`src/rtl/ide_pio_if.sv`:
```
// IDE PIO bus bundle: 68000-side bus inputs plus the IDE strobes, chip selects and status
// returned by the controller.
//   slave  : controller view (bus/IDE inputs in, strobes/acks/status out)
//   master : CPU/board view (drives bus/IDE inputs, observes outputs)
interface ide_pio_if #(
  parameter int unsigned NUM_CH = 2
) ();
  logic [23:1]           ADDR;
  logic                  UDS_n;
  logic                  LDS_n;
  logic                  RW;
  logic                  AS_n;
  logic                  ide_access;
  logic                  IORDY;
  logic                  IOR_n;
  logic                  IOW_n;
  logic [2*NUM_CH-1:0]   CS_n;
  logic                  DTACK_n;
  logic                  IDE_ROMEN;
  logic                  ide_enabled;
  logic                  timeout;

  modport slave (
    input  ADDR, UDS_n, LDS_n, RW, AS_n, ide_access, IORDY,
    output IOR_n, IOW_n, CS_n, DTACK_n, IDE_ROMEN, ide_enabled, timeout
  );

  modport master (
    output ADDR, UDS_n, LDS_n, RW, AS_n, ide_access, IORDY,
    input  IOR_n, IOW_n, CS_n, DTACK_n, IDE_ROMEN, ide_enabled, timeout
  );
endinterface

```
`src/rtl/ide_pio_ctrl.sv`:
```
// IDE/ATA PIO controller for the 68000 expansion bus.
// Decodes up to four IDE channels inside the board's IDE window, sequences setup, strobe and
// recovery with per-direction cycle counts, waits on IORDY with a timeout and generates DTACK_n
// for register cycles. The boot ROM covers the whole window until the first write to it.
// Ports:
//   CLK, RESET_n : bus clock, asynchronous active-low reset
//   bus          : ide_pio_if.slave (CPU address/strobes, IORDY in; IOR_n/IOW_n, CS_n,
//                  DTACK_n, IDE_ROMEN, ide_enabled, sticky timeout out)
module ide_pio_ctrl #(
  parameter int unsigned NUM_CH    = 2,
  parameter int unsigned SETUP_CYC = 1,
  parameter int unsigned READ_CYC  = 3,
  parameter int unsigned WRITE_CYC = 2,
  parameter int unsigned TO_CYC    = 255
) (
  input logic       CLK,
  input logic       RESET_n,
  ide_pio_if.slave  bus
);

  typedef enum logic [2:0] {StIdle, StSetup, StStrobe, StWaitRdy, StDone} state_e;

  localparam logic [3:0] SetupLoad = 4'(SETUP_CYC - 1);
  localparam logic [3:0] ReadLoad  = 4'(READ_CYC - 1);
  localparam logic [3:0] WriteLoad = 4'(WRITE_CYC - 1);
  localparam logic [7:0] ToLast    = 8'(TO_CYC - 1);

  state_e      state_q, state_d;
  logic [3:0]  cnt_q, cnt_d;
  logic [7:0]  tcnt_q, tcnt_d;
  logic        rw_l_q, rw_l_d;
  logic        ide_enabled_q, ide_enabled_d;
  logic        timeout_q, timeout_d;

  logic [1:0]          ch;
  logic [1:0]          rsel;
  logic                reg_hit;
  logic                start;
  logic [2*NUM_CH-1:0] cs_n;
  logic                unused_addr;

  assign unused_addr = ^{bus.ADDR[23:17], bus.ADDR[11:1]};

  function automatic logic [3:0] strobe_load(input logic rd);
    return rd ? ReadLoad : WriteLoad;
  endfunction

  // Address decode
  assign ch      = bus.ADDR[15:14];
  assign rsel    = bus.ADDR[13:12];
  assign reg_hit = ide_enabled_q && bus.ide_access && !bus.ADDR[16] &&
                   ({30'd0, ch} < NUM_CH) && (rsel == 2'b01 || rsel == 2'b10);
  assign start   = !bus.AS_n && (!bus.UDS_n || !bus.LDS_n) && reg_hit;

  always_comb begin
    cs_n = '1;
    for (int unsigned i = 0; i < NUM_CH; i++) begin
      if (reg_hit && ch == 2'(i)) begin
        cs_n[2*i]   = (rsel != 2'b01);
        cs_n[2*i+1] = (rsel != 2'b10);
      end
    end
  end

  // Next-state logic
  always_comb begin
    state_d       = state_q;
    cnt_d         = cnt_q;
    tcnt_d        = tcnt_q;
    rw_l_d        = rw_l_q;
    timeout_d     = timeout_q;
    ide_enabled_d = ide_enabled_q |
                    (bus.ide_access && !bus.RW && !bus.UDS_n && !bus.AS_n);

    if (bus.AS_n) begin
      // Abort or normal end of bus cycle
      state_d = StIdle;
    end else begin
      unique case (state_q)
        StIdle: begin
          if (start) begin
            rw_l_d = bus.RW;
            if (SETUP_CYC == 0) begin
              state_d = StStrobe;
              cnt_d   = strobe_load(bus.RW);
            end else begin
              state_d = StSetup;
              cnt_d   = SetupLoad;
            end
          end
        end
        StSetup: begin
          if (cnt_q == 4'd0) begin
            state_d = StStrobe;
            cnt_d   = strobe_load(rw_l_q);
          end else begin
            cnt_d = cnt_q - 4'd1;
          end
        end
        StStrobe: begin
          if (cnt_q == 4'd0) begin
            if (bus.IORDY) begin
              state_d = StDone;
            end else begin
              state_d = StWaitRdy;
              tcnt_d  = 8'd0;
            end
          end else begin
            cnt_d = cnt_q - 4'd1;
          end
        end
        StWaitRdy: begin
          if (bus.IORDY) begin
            state_d = StDone;
          end else if (tcnt_q == ToLast) begin
            state_d   = StDone;
            timeout_d = 1'b1;
          end else begin
            tcnt_d = tcnt_q + 8'd1;
          end
        end
        StDone:  state_d = StDone;
        default: state_d = StIdle;
      endcase
    end
  end

  always_ff @(posedge CLK or negedge RESET_n) begin
    if (!RESET_n) begin
      state_q       <= StIdle;
      cnt_q         <= 4'd0;
      tcnt_q        <= 8'd0;
      rw_l_q        <= 1'b0;
      ide_enabled_q <= 1'b0;
      timeout_q     <= 1'b0;
    end else begin
      state_q       <= state_d;
      cnt_q         <= cnt_d;
      tcnt_q        <= tcnt_d;
      rw_l_q        <= rw_l_d;
      ide_enabled_q <= ide_enabled_d;
      timeout_q     <= timeout_d;
    end
  end

  // Outputs: AS_n gates strobes and DTACK directly so they drop the instant AS_n rises.
  // Read strobe stays on through DONE to keep data valid; write strobe releases for hold.
  assign bus.IOR_n = !(!bus.AS_n && rw_l_q &&
                       (state_q == StStrobe || state_q == StWaitRdy || state_q == StDone));
  assign bus.IOW_n = !(!bus.AS_n && !rw_l_q &&
                       (state_q == StStrobe || state_q == StWaitRdy));
  assign bus.DTACK_n     = !(!bus.AS_n && state_q == StDone);
  assign bus.CS_n        = cs_n;
  assign bus.IDE_ROMEN   = !(!bus.AS_n && bus.ide_access &&
                             (!ide_enabled_q || bus.ADDR[16] || rsel == 2'b00 || rsel == 2'b11));
  assign bus.ide_enabled = ide_enabled_q;
  assign bus.timeout     = timeout_q;

endmodule
```
`src/flat_wrapper.sv`:
```
// flat-port wrapper written by rule: the top's interface ports become plain ports
module ide_pio_ctrl_flat 
#(
  parameter int unsigned NUM_CH    = 2,
  parameter int unsigned SETUP_CYC = 1,
  parameter int unsigned READ_CYC  = 3,
  parameter int unsigned WRITE_CYC = 2,
  parameter int unsigned TO_CYC    = 255
)
  (CLK, RESET_n, bus_ADDR, bus_UDS_n, bus_LDS_n, bus_RW, bus_AS_n, bus_ide_access, bus_IORDY, bus_IOR_n, bus_IOW_n, bus_CS_n, bus_DTACK_n, bus_IDE_ROMEN, bus_ide_enabled, bus_timeout);
  ide_pio_if #(.NUM_CH(NUM_CH)) bus_i ();
  input logic CLK;
  input logic RESET_n;
  input wire logic [$bits(bus_i.ADDR)-1:0] bus_ADDR;
  input wire logic [$bits(bus_i.UDS_n)-1:0] bus_UDS_n;
  input wire logic [$bits(bus_i.LDS_n)-1:0] bus_LDS_n;
  input wire logic [$bits(bus_i.RW)-1:0] bus_RW;
  input wire logic [$bits(bus_i.AS_n)-1:0] bus_AS_n;
  input wire logic [$bits(bus_i.ide_access)-1:0] bus_ide_access;
  input wire logic [$bits(bus_i.IORDY)-1:0] bus_IORDY;
  output wire logic [$bits(bus_i.IOR_n)-1:0] bus_IOR_n;
  output wire logic [$bits(bus_i.IOW_n)-1:0] bus_IOW_n;
  output wire logic [$bits(bus_i.CS_n)-1:0] bus_CS_n;
  output wire logic [$bits(bus_i.DTACK_n)-1:0] bus_DTACK_n;
  output wire logic [$bits(bus_i.IDE_ROMEN)-1:0] bus_IDE_ROMEN;
  output wire logic [$bits(bus_i.ide_enabled)-1:0] bus_ide_enabled;
  output wire logic [$bits(bus_i.timeout)-1:0] bus_timeout;
  assign bus_i.ADDR = bus_ADDR;
  assign bus_i.UDS_n = bus_UDS_n;
  assign bus_i.LDS_n = bus_LDS_n;
  assign bus_i.RW = bus_RW;
  assign bus_i.AS_n = bus_AS_n;
  assign bus_i.ide_access = bus_ide_access;
  assign bus_i.IORDY = bus_IORDY;
  assign bus_IOR_n = bus_i.IOR_n;
  assign bus_IOW_n = bus_i.IOW_n;
  assign bus_CS_n = bus_i.CS_n;
  assign bus_DTACK_n = bus_i.DTACK_n;
  assign bus_IDE_ROMEN = bus_i.IDE_ROMEN;
  assign bus_ide_enabled = bus_i.ide_enabled;
  assign bus_timeout = bus_i.timeout;
  ide_pio_ctrl #(.NUM_CH(NUM_CH), .SETUP_CYC(SETUP_CYC), .READ_CYC(READ_CYC), .WRITE_CYC(WRITE_CYC), .TO_CYC(TO_CYC)) u_core (.CLK(CLK), .RESET_n(RESET_n), .bus(bus_i));
endmodule
```
`config.mk`:
```
export PLATFORM = sky130hd
export DESIGN_NAME = ide_pio_ctrl_flat
export DESIGN_NICKNAME = d
export VERILOG_FILES = /design/src/rtl/ide_pio_if.sv /design/src/rtl/ide_pio_ctrl.sv /design/src/flat_wrapper.sv
export SDC_FILE = /design/constraint.sdc
export NUM_CORES = 1
export LEC_CHECK = 0
export BUFFER_PORTS_ARGS = -buffer_cell sky130_fd_sc_hd__buf_2
export CORE_MARGIN = 5
export CORE_UTILIZATION = 25
export CTS_BUF_LIST = sky130_fd_sc_hd__clkbuf_2
export CTS_CLUSTER_SIZE = 10
export DETAILED_ROUTE_END_ITERATION = 16
export GPL_TIMING_DRIVEN = 0
export PLACE_DENSITY = 0.56
export SLEW_MARGIN = 20
export SYNTH_ARGS = -nofsm -noshare
export SYNTH_HDL_FRONTEND = slang
export SYNTH_SLANG_ARGS = --single-unit
```
`constraint.sdc`:
```
create_clock -name CLK -period 5.3 [get_ports CLK]
set_input_delay 1.06 -clock CLK [delete_from_list [all_inputs] [get_ports CLK]]
set_output_delay 1.06 -clock CLK [all_outputs]
set_load 0.03 [all_outputs]
```
==> key figures, run 1 <==
Finish
  – Layout cells sized above 1: 23.2%
  – Final Net Count: 217
  – ANT cells: 0
  – Area Growth Syn to Fin: 15.9%
  – FILL cells: 583

STA
  – Skew final: 6.41 ps
  – Final Critical Period: 3290 ps
  – Worst hold slack: 485 ps
  – Setup violations, final: 0
  – Max Slew Vio Count: 0
  – Period utilization: 62.2%
  – RSZ-0062 raised after global routing: no
  – Worst rel slew slack: 68.1%
  – Final Hold Viols: 0
  – Slew @ Worst Pin: 478 ps
  – Max Fclk: 304 MHz
  – Setup TNS: 0 ps

Power and ir drop
  – Peak supply drop: 0.0692 mV
  – Pwr dens: 172 nW/um^2
  – LEAKAGE: 0.655 nW

Setup path
  – Crit path max fanout: 6
  – Kind of critical path: in -> out
  – Crit path required time: 4240 ps
  – Worst-path cell chain: buf_2, inv_1, ha_1, and4bb_1, nand2_1, nor2_1, nand2_1, buf_2
  – CP Launch Type: input pin
  – CP max stage cell: and4bb_1
  – CP max stage delay: 310 ps
  – Crit path DAT: 2230 ps
  – Critical Path Sink Type: output port

Placed design
  – Routability cong.: 0.767
  – Detail Placement HPWL: 2410 um
  – Port-buffer cells: 22

Routing
  – Max Used Layer: met4
  – Via count: 1,248
  – Vias per cell: 5.05
  – Final wirelength: 3250 um
  – Wl on met1: 1620 um
  – DRC: 0
  – Drt wl/cell: 13.2 um
  – DRT Pass-1 Iters: 5
  – DR iter-0 viols: 47
  – Met2 wire length: 1440 um
  – Met3 wire len: 170 um
  – Antenna-violating nets left: 0

Yosys
  – Cell area after synthesis: 1360 um^2
  – Synth Net Count: 190
  – Netlist cell types: 47
  – Ys async rst share: 100%
  – Number of synthesized register bits: 18
  – Register area share after synthesis: 33.0%
  – Synth top area share: 33.0%
  – Post-Syn Area per Cell: 9.03 um^2
  – Top cells by instance count after synthesis: 18 x dfrtp_1, 12 x inv_1, 11 x a21oi_1, 11 x nand2_1
  – Post-synth top area cell: dfrtp_1
  – EDFF count, synth: 0
  – Yosys warns: 0
  – Area contributors post-synth: dfrtp_1 33%, ha_1 7.3%, o31ai_1 4.4%
  – Primary FF master, synth: dfrtp_1
  – Top-count cell post-synth: dfrtp_1
  – Synth Instances: 151

CTS
  – TritonCTS Buffers: 3
  – CTS tree: yes
  – Post-CTS setup buffer count: 0
  – Clock slew at reported path FFs: 200 ps
  – Post-cts sizing count: 0
  – Hold-fix buffers at CTS: 0
  – Clk Latency, worst-skew pair: 320 ps
  – Clk root buf: clkbuf_2
  – Clock Tree Buf Depth: 2
  – H-tree levels: 1
  – Clk sinks: 18

Floorplanning
  – Die area: 7030 um^2
  – Die H: 83.9 um
  – Ports: 41
  – Effective utilization at floorplan: 26.2%
  – Chip Width: 83.9 um
  – Core area: 5200 um^2
  – FP Rows: 26

Min path
  – Worst hold path type: reg -> reg

GRT
  – Vias in the first global route: 1,142
  – First-pass GRT wire length: 5480 um
  – Largest net degree at the start of global routing: 19
  – GR Overflow Total: 0
  – GRT Overall Usage: 9.42%
  – Antenna violations before repair: 0

Flow run
  – Max_cap viols: 0

Run status
  – Status: completed
-- layout make-up --
| cell class | count | area, um^2 | share of cell area, % |
|---|---|---|---|
| Clock buffer | 3 | 15.0 | 0.950 |
| Tap cell | 70 | 87.6 | 5.54 |
| Sequential cell | 18 | 450 | 28.5 |
| Multi-Input combinational cell | 113 | 817 | 51.7 |
| Inverter | 12 | 45.0 | 2.85 |
| Buffer | 8 | 51.3 | 3.25 |
| Timing Repair Buffer | 22 | 110 | 6.97 |
| Clock inverter | 1 | 3.75 | 0.238 |
-- metrics by stage --
| stage | cells | power (W) | util [%] | instance area (um^2) | setup slack (ps) |
|---|---|---|---|---|---|
| floorplan | 151 | 0.000188 | - | 1360 | 1890 |
| global placement | 243 | 0.000208 | 30.0 | 1560 | 2020 |
| detailed placement | 243 | 0.000208 | 30.0 | 1560 | 2010 |
| CTS | 247 | 0.000274 | 30.4 | 1580 | 2000 |
| global route | 247 | 0.000291 | 30.4 | 1580 | 1900 |
| finish | 247 | 0.000271 | 30.4 | 1580 | 2010 |
-- placed cells by master (no fill, tap or decap), drive strengths merged, types with 2 or more instances in the layout --
master and n:
nand2b 3, buf 28, o31ai 8, and3 5, nand3 8, or2 2
inv 12, dfrtp 18, nor3b 4, or3 2, clkbuf 5, nand3b 3
or4 6, mux2 2, nor2 7, nor3 2, ha 8, nand4 2
a21oi 12, o41ai 4, o211ai 2, nand2 11, o21ai 4
-- worst paths after layout --
path,slack (ps),cells past startpoint,end,startpoint
min,490,2,u_core.bus.timeout,u_core.bus.timeout
min in group asynchronous,640,1,u_core.tcnt_q[7],RESET_n
max reg2reg,3290,7,u_core.tcnt_q[2],u_core.cnt_q[0]
max in group asynchronous,4350,1,u_core.cnt_q[3],RESET_n
min reg2reg,490,2,u_core.bus.timeout,u_core.bus.timeout
max,2010,8,bus_CS_n[0],bus_ADDR[11]
-- cells by family (layout without fill, tap and decap cells) --
group	count (synthesis)	after routing	synth area share (%)
and+or+nand+nor	61	61	27.9
AOI/OAI and AO/OA	41	41	22.3
buffers and inverters	20	46	7.06
DFF	18	18	33.0
adders and majority gates	8	8	7.34
muxes	3	3	2.39
-- layer usage --
metal / up-vias / GRT usage (%)
met5: - / 0
met4: 0 / 2.19
met3: 2 / 2.96
met2: 30 / 13.6
met1: 589 / 13.6
li1: 627 / -
-- power by group --
| group | leakage [nW] | switching [W] | internal, W |
|---|---|---|---|
| Combinational | 0.402 | 0.0000336 | 0.0000242 |
| Sequential | 0.239 | 0.00000673 | 0.000142 |
| Clock | 0.0140 | 0.0000484 | 0.0000164 |
-- worst max-delay path, delay by kind of cell --
family | cells | cell delay [ps]
adders and majority gates | 1 | 270
buffers and inverters | 3 | 330
and+or+nand+nor | 4 | 580
-- state kept, by name, indices dropped and copies added (netlist names) --
name / cells
u_core.tcnt_q: 8
u_core.cnt_q: 4
u_core.state_q: 3
u_core.bus.ide_enabled: 1
u_core.bus.timeout: 1
u_core.rw_l_q: 1
No activity file was read; power rests on OpenSTA's default activity.
==> run 2: changes to the inputs <==
Settings changed: ABC_AREA from default to 1.
Clock period 5.3 ns to 3.1 ns, I/O delays scaled along.
==> key figures, run 2 <==
Setup path
  – Crit path required time: 2480 ps (-1760 ps)
  – Crit path max fanout: 5 (-1)
  – Critical Path Sink Type: output port
  – Crit path DAT: 1620 ps (-610 ps)
  – CP Launch Type: input pin
  – Kind of critical path: in -> out
  – FF-to-FF setup slack: 1520 ps (-1770 ps)

Yosys
  – Synth Net Count: 231 (+22%)
  – Number of synthesized register bits: 18 (unchanged)
  – Area contributors post-synth: dfrtp_1 33%, nand2_1 14%, ha_1 7.3%
  – Synth Area in Compound Gates: 8.45% (-14 points)
  – Top cells by instance count after synthesis: 52 x nand2_1, 26 x inv_1, 19 x nand3_1
  – Synth Instances: 192 (+27%)
  – EDFF count, synth: 0 (unchanged)
  – Adder-cell share of the synthesized area: 7.27% (-0.073 points)
  – Post-synth top area cell: dfrtp_1
  – Yosys warns: 0 (unchanged)
  – XOR/XNOR share of the synthesized area: 3.18% (+3.2 points)
  – Cell area after synthesis: 1380 um^2 (+1.0%)
  – Synth Area in Simple Gates: 38.7% (+11 points)
  – Mux contribution to synthesized area: 0% (-2.4 points)
  – Netlist cell types: 30 (-36%)
  – Ys async rst share: 100% (unchanged)
  – Largest family of logic cells by synthesized area: simple AND/OR/NAND/NOR gates
  – Synth top area share: 32.7% (-0.33 points)
  – Primary FF master, synth: dfrtp_1
  – Top-count cell post-synth: nand2_1
  – Post-Syn Area per Cell: 7.17 um^2 (-21%)
  – Register area share after synthesis: 32.7% (-0.33 points)

Routing
  – Vias per cell: 4.27 (-15%)
  – Antenna-violating nets left: 0 (unchanged)
  – Wl on met1: 1320 um (-18%)
  – Final wirelength: 2830 um (-13%)
  – DRT Pass-1 Iters: 4 (-1)
  – Max Used Layer: met4
  – DRC: 0 (unchanged)
  – Via count: 1,239 (-0.72%)
  – Drt wl/cell: 9.75 um (-26%)
  – Met3 wire len: 69 um (-59%)
  – DR iter-0 viols: 49 (+4.3%)
  – Met2 wire length: 1400 um (-3.1%)

STA
  – Max Fclk: 447 MHz
  – Final Hold Viols: 0 (unchanged)
  – Slew @ Worst Pin: 428 ps (-49.9 ps)
  – Period utilization: 72.2%
  – Final Critical Period: 2240 ps
  – Skew final: 8.73 ps (+2.32 ps)
  – Max Slew Vio Count: 0 (unchanged)
  – RSZ-0062 raised after global routing: no
  – Worst rel slew slack: 71.5% (+3.4 points)
  – Worst hold slack: 218 ps (-268 ps)
  – Setup violations, final: 0 (unchanged)
  – Final setup slack of the worst path: 862 ps (-1140 ps)
  – Setup TNS: 0 ps (unchanged)

Power and ir drop
  – Internal: 0.000324 W (+78%)
  – Gate power share: 25.4% (+4.1 points)
  – Peak supply drop: 0.171 mV (+150%)
  – Sw Share: 34.0% (+1.3 points)
  – Clock share of power: 20.9% (-3.0 points)
  – Flop pwr share: 53.7% (-1.1 points)
  – Net Switching: 0.000167 W (+88%)
  – LEAKAGE: 0.829 nW (+27%)
  – Pwr dens: 308 nW/um^2 (+79%)

Floorplanning
  – Die H: 84.2 um (+0.44%)
  – Effective utilization at floorplan: 25.3% (-0.87 points)
  – Ports: 41 (unchanged)
  – Die area: 7090 um^2 (+0.88%)
  – Chip Width: 84.2 um (+0.44%)
  – FP Rows: 27 (+3.8%)
  – Core area: 5440 um^2 (+4.5%)

Finish
  – Finished Core Util: 29.4% (-1.0 points)
  – FILL cells: 593 (+1.7%)
  – Area of the multi-input gates: 793 um^2 (-2.9%)
  – Largest Register: u_core.tcnt_q
  – Layout cells sized above 1: 22.9% (-0.23 points)
  – Top Registers: u_core.tcnt_q: 8 flops, u_core.cnt_q: 4 flops, u_core.state_q: 3 flops
  – Area Growth Syn to Fin: 15.9% (about the same)
  – Most common cell after layout, fill and taps aside: nand2_1
  – Final Net Count: 258 (+19%)
  – Post-route insts no fill: 290 (+17%)
  – Max reg flops: 8 (unchanged)
  – ANT cells: 0 (unchanged)
  – Most frequent cells in the layout: 52 x nand2_1, 26 x inv_1, 22 x buf_2, 19 x nand3_1
  – Register area: 450 um^2 (unchanged)

CTS
  – Clk root buf: clkbuf_2
  – Clk sinks: 18 (unchanged)
  – H-tree levels: 1 (unchanged)
  – Post-cts sizing count: 0 (unchanged)
  – Clock slew at reported path FFs: 180 ps (-20 ps)
  – Clk Latency, worst-skew pair: 300 ps (-20 ps)
  – Clock Tree Buf Depth: 2 (unchanged)
  – Hold-fix buffers at CTS: 0 (unchanged)
  – CTS tree: yes
  – Post-CTS setup buffer count: 0 (unchanged)
  – TritonCTS Buffers: 3 (unchanged)

GRT
  – First-pass GRT wire length: 4980 um (-9.1%)
  – Antenna violations before repair: 0 (unchanged)
  – GR Overflow Total: 0 (unchanged)
  – Vias in the first global route: 1,149 (+0.61%)
  – Largest net degree at the start of global routing: 19 (unchanged)
  – GRT Overall Usage: 8.39% (-1.0 points)

Placed design
  – Dpl ws: 868 ps (-1140 ps)
  – Routability cong.: 0.770 (+0.39%)
  – Placed Cells: 286 (+18%)
  – Port-buffer cells: 22 (unchanged)
  – Detail Placement HPWL: 2320 um (-3.5%)

Min path
  – Worst hold path type: in -> async

Run status
  – Status: completed

Flow run
  – Max_cap viols: 0 (unchanged)
[run 2: cell count changes after synthesis, moves of 5 or more]
cell / previous run / this run
nand2_2: 0 / 5
xor2_1: 0 / 5
a21oi_1: 11 / 3
nand3_1: 8 / 19
o31ai_1: 8 / 0
or4_1: 6 / 0
nand2_1: 11 / 52
nor2_1: 7 / 18
and3_1: 5 / 0
inv_1: 12 / 26
[run 2: critical path: stages]
cell,delay (ps)
buf_2,110
inv_1,60
ha_1,280
nand3_1,80
nor2_2,180
nand3_1,100
buf_2,190
[run 2: path summary, 6_finish.rpt]
path | endpoint | from | cells past startpoint
setup / recovery | bus_CS_n[0] | bus_ADDR[11] | 7
hold / removal | u_core.tcnt_q[6] | RESET_n | 1
setup reg to reg | u_core.tcnt_q[7] | u_core.cnt_q[0] | 9
hold reg to reg | u_core.bus.timeout | u_core.bus.timeout | 1
max in group asynchronous | u_core.state_q[0] | RESET_n | 1
min in group CLK | u_core.bus.timeout | u_core.bus.timeout | 1
[run 2: routing by layer]
layer / vias to the layer above / GRT usage [%]
li1: 665 / -
met2: 14 / 14.3
met5: - / 0
met3: 2 / 0.981
met1: 558 / 10.5
met4: 0 / 3.95
[run 2: kinds of logic after synthesis]
family,count (synthesis)
AOI/OAI and AO/OA,18
buffers and inverters,33
xor gates and xnor gates,5
and+or+nand+nor,110
adders and majority gates,8
DFF,18
[run 2: per-stage QoR]
stage / area, um^2 / total power [W]
5_1_grt: 1600 / 0.000532
4_1_cts: 1600 / 0.000500
3_3_place_gp: 1580 / 0.000395
6_report: 1600 / 0.000491
2_1_floorplan: 1380 / 0.000358
3_5_place_dp: 1580 / 0.000395
[run 2: layout make-up]
class	instances	share of cell area, %
Clock buffer	3	0.940
Multi-Input combinational cell	141	49.7
Inverter	32	7.68
Buffer	1	0.705
Tap cell	72	5.64
Clock inverter	1	0.235
Sequential cell	18	28.2
Timing Repair Buffer	22	6.90
[run 2: power by group through the flow]
stage / clock network [W] / logic, W / registers [W]
after global routing: 0.000120 / 0.000145 / 0.000267
after detailed placement: 0 / 0.000126 / 0.000269
final: 0.000102 / 0.000125 / 0.000264
after CTS: 0.000108 / 0.000127 / 0.000264
after floorplan: 0 / 0.0000908 / 0.000267
after global placement: 0 / 0.000126 / 0.000269
